<file path="src/rtl/puf_eval_ctrl.sv">
// Evaluation controller for one shuffle-chain PUF path: applies a challenge,
// launches the race NREP times, and majority-votes the synchronised chain output.
module puf_eval_ctrl #(
  parameter int SEL_W  = 4,
  parameter int SETTLE = 4,
  parameter int NREP   = 5
) (
  input  logic             clk,
  input  logic             rst,
  input  logic             chal_valid,
  output logic             chal_ready,
  input  logic [SEL_W-1:0] chal,
  output logic [SEL_W-1:0] shf_sel,
  output logic [1:0]       shf_din,
  input  logic [1:0]       shf_dout,
  output logic             resp_valid,
  input  logic             resp_ready,
  output logic             resp,
  output logic [7:0]       resp_conf,
  output logic             resp_stable
);

  typedef enum logic [2:0] {
    IDLE   = 3'd0,
    ARM    = 3'd1,
    LAUNCH = 3'd2,
    SAMPLE = 3'd3,
    DONE   = 3'd4
  } state_t;

  localparam logic [7:0] SETTLE_LAST = 8'(SETTLE - 1);
  localparam logic [7:0] NREP_L      = 8'(NREP);

  state_t           r_state, w_state_next;
  logic [7:0]       r_phase, w_phase_next;
  logic [7:0]       r_rep, w_rep_next;
  logic [7:0]       r_ones, w_ones_next;
  logic [SEL_W-1:0] r_sel, w_sel_next;
  logic [1:0]       r_din, w_din_next;
  logic             r_resp, w_resp_next;
  logic [7:0]       r_conf, w_conf_next;
  logic             r_stable, w_stable_next;
  logic [1:0]       r_sync1, r_sync2;

  // Bit 0 of the synchroniser is kept only for debug probing, never scored.
  logic w_dbg_unused;
  assign w_dbg_unused = r_sync2[0];

  always_ff @(posedge clk) begin
    if (rst) begin
      r_state  <= IDLE;
      r_phase  <= '0;
      r_rep    <= '0;
      r_ones   <= '0;
      r_sel    <= '0;
      r_din    <= 2'b00;
      r_resp   <= 1'b0;
      r_conf   <= '0;
      r_stable <= 1'b0;
      r_sync1  <= 2'b00;
      r_sync2  <= 2'b00;
    end else begin
      r_state  <= w_state_next;
      r_phase  <= w_phase_next;
      r_rep    <= w_rep_next;
      r_ones   <= w_ones_next;
      r_sel    <= w_sel_next;
      r_din    <= w_din_next;
      r_resp   <= w_resp_next;
      r_conf   <= w_conf_next;
      r_stable <= w_stable_next;
      r_sync1  <= shf_dout;
      r_sync2  <= r_sync1;
    end
  end

  always_comb begin
    w_state_next  = r_state;
    w_phase_next  = r_phase;
    w_rep_next    = r_rep;
    w_ones_next   = r_ones;
    w_sel_next    = r_sel;
    w_resp_next   = r_resp;
    w_conf_next   = r_conf;
    w_stable_next = r_stable;
    case (r_state)
      IDLE: begin
        if (chal_valid) begin
          w_sel_next   = chal;
          w_rep_next   = '0;
          w_ones_next  = '0;
          w_phase_next = '0;
          w_state_next = ARM;
        end
      end
      ARM: begin
        if (r_phase == SETTLE_LAST) begin
          w_phase_next = '0;
          w_state_next = LAUNCH;
        end else begin
          w_phase_next = r_phase + 8'd1;
        end
      end
      LAUNCH: begin
        if (r_phase == SETTLE_LAST) begin
          w_phase_next = '0;
          w_state_next = SAMPLE;
        end else begin
          w_phase_next = r_phase + 8'd1;
        end
      end
      SAMPLE: begin
        w_ones_next = r_ones + {7'd0, r_sync2[1]};
        w_rep_next  = r_rep + 8'd1;
        if (w_rep_next == NREP_L) begin
          // Response fields are frozen here and held through DONE.
          w_resp_next   = ({w_ones_next, 1'b0} > {1'b0, NREP_L});
          w_conf_next   = w_ones_next;
          w_stable_next = (w_ones_next == 8'd0) || (w_ones_next == NREP_L);
          w_state_next  = DONE;
        end else begin
          w_state_next = ARM;
        end
      end
      DONE: begin
        if (resp_ready) w_state_next = IDLE;
      end
      default: w_state_next = IDLE;
    endcase
    // Race inputs are registered from the next state so the edge lines up with LAUNCH.
    w_din_next = (w_state_next == LAUNCH) ? 2'b11 : 2'b00;
  end

  assign chal_ready  = (r_state == IDLE);
  assign resp_valid  = (r_state == DONE);
  assign shf_sel     = r_sel;
  assign shf_din     = r_din;
  assign resp        = r_resp;
  assign resp_conf   = r_conf;
  assign resp_stable = r_stable;

endmodule
</file>
<file path="config.mk">
export PLATFORM = sky130hd
export DESIGN_NAME = puf_eval_ctrl
export DESIGN_NICKNAME = d
export VERILOG_FILES = /design/src/rtl/puf_eval_ctrl.sv
export SDC_FILE = /design/constraint.sdc
export NUM_CORES = 1
export LEC_CHECK = 0
export CAP_MARGIN = 10
export CORE_MARGIN = 1.5
export CORE_UTILIZATION = 45
export CTS_BUF_LIST = sky130_fd_sc_hd__clkbuf_16
export DETAILED_ROUTE_END_ITERATION = 7
export GPL_ROUTABILITY_DRIVEN = 1
export HOLD_SLACK_MARGIN = 0.02
export PLACE_DENSITY = 0.78
export SETUP_SLACK_MARGIN = 0.3
export SYNTH_ARGS = -nofsm -noshare
export SYNTH_HDL_FRONTEND = slang
export SYNTH_SLANG_ARGS = --single-unit
</file>
<file path="constraint.sdc">
create_clock -name clk -period 3.55 [get_ports clk]
set_input_delay 0.71 -clock clk [delete_from_list [all_inputs] [get_ports clk]]
set_output_delay 0.71 -clock clk [all_outputs]
set_load 0.02 [all_outputs]
</file>
==> summary.md <==
| Metric | Value |
|---|---|
| Synthesized instance count | 275 |
| Die Area | 0.00540 sq mm |
| Peak Freq | between 0.3 and 0.4 GHz |
| Number of max-cap violations | 0 |
| Setup crit end kind | register |
| Initial Utilization | 47.0% |
| Final setup violation count | 0 |
| Unrepaired setup endpoints after global routing | no |
| Initial antenna violation count | 0 |
| Synth Area per Inst | between 8 and 9 sq um |
| Post-synth EDFFs | 0 |
| Worst slew pin tran | 0.629 ns |
| Period minus WS final | 2.59 ns |
| FF+latch area | 881 sq um |
| Crit path from | chal_valid |
| Startpoint Class | input pin |
| Status | complete, no violations |
| Peak supply drop | ~0.28 mV |
| LEAKAGE | 0.906 nW |
| Final worst path period share | 72.9% |
| Ys Warns | 0 |
| Initial DRC Count | 81 |
| # diodes | 0 |
| Hold/Removal Path Class | register to register |
| CP required | 3.78 ns |
| WL/cell | 14.0 um |
| GRT overflow | 0 |
| IO Pins | 28 |
| Post-CTS setup buffer count | 0 |
| Area of the multi-input gates | 0.00124 sq mm |
| FFs w/ async S/R, synth | 0% |
| Antenna Nets Post-Route | 0 |
| CTS tree | done |
| Area Overhead vs Synth | 18.8% |
| Post-synthesis sequential area ratio | 39.4% |
| Final TNS setup | 0 ns |
| Synthesized area | approximately 0.0022 sq mm |
| Final Wtd Congestion | 0.820 |
| Root Driver | clkbuf_16 |
| Finished Core Util | a little under three fifths |
| Final HPWL DP | 3420 um |
| Vias in the first global route | between 1,500 and 2,000 |
| Num CTS Buffers | 5 |
| Cell Chain, Critical Path | clkdlybuf4s50_1, or4b_1, o21ai_2, nand2_1, or3_1, a21oi_1 |
| Layout cells sized above 1 | between 6 and 7% |
| Mapped Nets | 290 |
| CTS-repair resized insts | 0 |
| Crit path kind | input pin to register |
| Pin count of the biggest net entering global routing | 26 |
| Critical Path Fanout Max | 12 |
| First-pass GRT wire length | around 8600 um |
| GRT Util Overall | 20.4% |
| Clock Skew | 0.00595 ns |
| # H-tree levels | 2 |
| Max stage delay on crit path | 0.71 ns |
| PD cells | ~390 mW/mm^2 |
| Drt first pass iters | 4 |
| Die W | 73.5 um |
| DRC violations left | 0 |
| Clk pin slew, worst setup/hold paths | 0.07 ns |
| Fin nets | 305 |
| # rows | 25 |
| Later-pin clock latency in the skew report | 0.29 ns |
| Worst EP arrival | about 2.8 ns |
| Yosys cell types | around 50 |
| Clk sinks | 44 |
| Vias per cell | 5.76 |
| Worst hold start | r_sync1[1] |
| Slew headroom | 58.1% |
| Port bufs | 26 |
| Chip height | 73.5 um |
| Hold Violations, Final | 0 |
| Synth Register Bits | 44 |
| Vias post-DR | 2,061 |
| Final-layout fill cell count | 460 |
| Max Slew Vio Count | 0 |
| Total Wirelength | between 4000 and 5000 um |
| # hold bufs at CTS | 0 |
| Core ar. | 0.00475 sq mm |
| Crit path max-delay cell type | or4b_1 |
| R2R Path Start | r_rep[0] |
| Clk buf depth | 2 |
| Top FF cell, synth | dfxtp_1 |
cells in the final DEF (no fill, tap or decap), drive strengths merged, types with 6 or more instances in the layout:
master | synthesis | layout
o21ai | 20 | 20
and3 | 8 | 8
dfxtp | 44 | 44
xor2 | 6 | 6
a21oi | 31 | 31
clkdlybuf4s50 | 0 | 26
nor3 | 8 | 8
nand2 | 25 | 25
nor2 | 21 | 21
xnor2 | 8 | 8
a311oi | 6 | 6
nand3 | 17 | 17
inv | 5 | 7
synth_stat cells (all sizes together) (2+ instances only):
master   instances  area share [%]
xnor2            8             3.1
nor2b            2            0.56
xor2             6             2.4
or3              2            0.56
o211ai           2            0.67
and4             2            0.78
buf              5             1.5
a21boi           2            0.67
ha               5             2.8
o2111ai          2            0.78
a21oi           31             6.9
dfxtp           44              39
nor3b            5             1.7
nand3b           2            0.67
and3             8             2.3
nand2b           2            0.56
inv              5            0.84
nor3             8             1.8
clkbuf          15             2.6
or4b             4             1.8
nand2           25             4.2
o21a             2             1.0
nor2            21             3.5
o21ai           20             4.8
nand4            5             1.4
nand3           17             3.8
a311oi           6             2.4
a31oi            5             1.4
layer usage:
metal | vias to the layer above | track usage, % | wire length (um) | share of wire (%)
li1 | 1032 | - | - | -
met1 | 997 | 26.3 | 2390 | 48
met2 | 26 | 33.1 | 2340 | 47
met3 | 6 | 4.94 | 180 | 3.6
met4 | 0 | 7.41 | 83 | 1.7
met5 | - | 0 | 0 | 0
critical path: cells and delay by family:
| kind | cells | cell delay (ns) |
|---|---|---|
| compound gates | 2 | 0.38 |
| simple gates | 3 | 1.22 |
| buf+inv | 1 | 0.50 |
layout make-up:
cell class	count	area share, %
well taps	67	3.16
multi-input cells	206	46.9
clock buffers	5	4.71
flip-flops and latches	44	33.2
repair buffers	28	10.4
clock inverters	3	0.990
inverters	5	0.707
worst paths after layout:
check	endpoint	slack, ns	cells past startpoint
worst max-delay path	r_phase[5]	0.96	6
worst max register to register	resp_stable	1.24	6
worst min register to register	r_sync2[1]	0.45	1
worst min-delay path	r_sync2[1]	0.45	1
flip-flops by register name, summed over array words and instances (netlist names):
signal	cells
r_phase	8
r_sync1	1
r_state	3
resp_stable	1
r_sync2	1
r_rep	8
shf_din	1
resp_conf	8
resp	1
shf_sel	4
r_ones	8
where the power goes:
part	internal (mW)	switching [mW]
clock	0.267	0.203
combinational	0.0272	0.0357
sequential	0.500	0.00600
cells by family (layout without fill, tap and decap cells):
| logic type | Yosys count | count (layout) | synth area share (%) |
|---|---|---|---|
| fa+ha+maj | 5 | 5 | 2.80 |
| compound gates | 78 | 78 | 21.5 |
| xor+xnor | 14 | 14 | 5.49 |
| flops | 44 | 44 | 39.4 |
| simple gates | 109 | 109 | 25.9 |
| buf+inv | 25 | 41 | 4.93 |
per-stage QoR:
stage,hold WS (ns),area (sq um),std cells,power [mW],setup WS [ns]
after floorplan,0.414,2230,275,0.554,1.50
after global placement,0.426,2500,350,0.579,0.663
after detailed placement,0.432,2500,350,0.579,0.645
after CTS,0.448,2650,358,1.05,0.959
after global routing,0.462,2650,358,1.08,0.853
final,0.450,2650,358,1.04,0.963
Power figures use the tool's default switching activity.
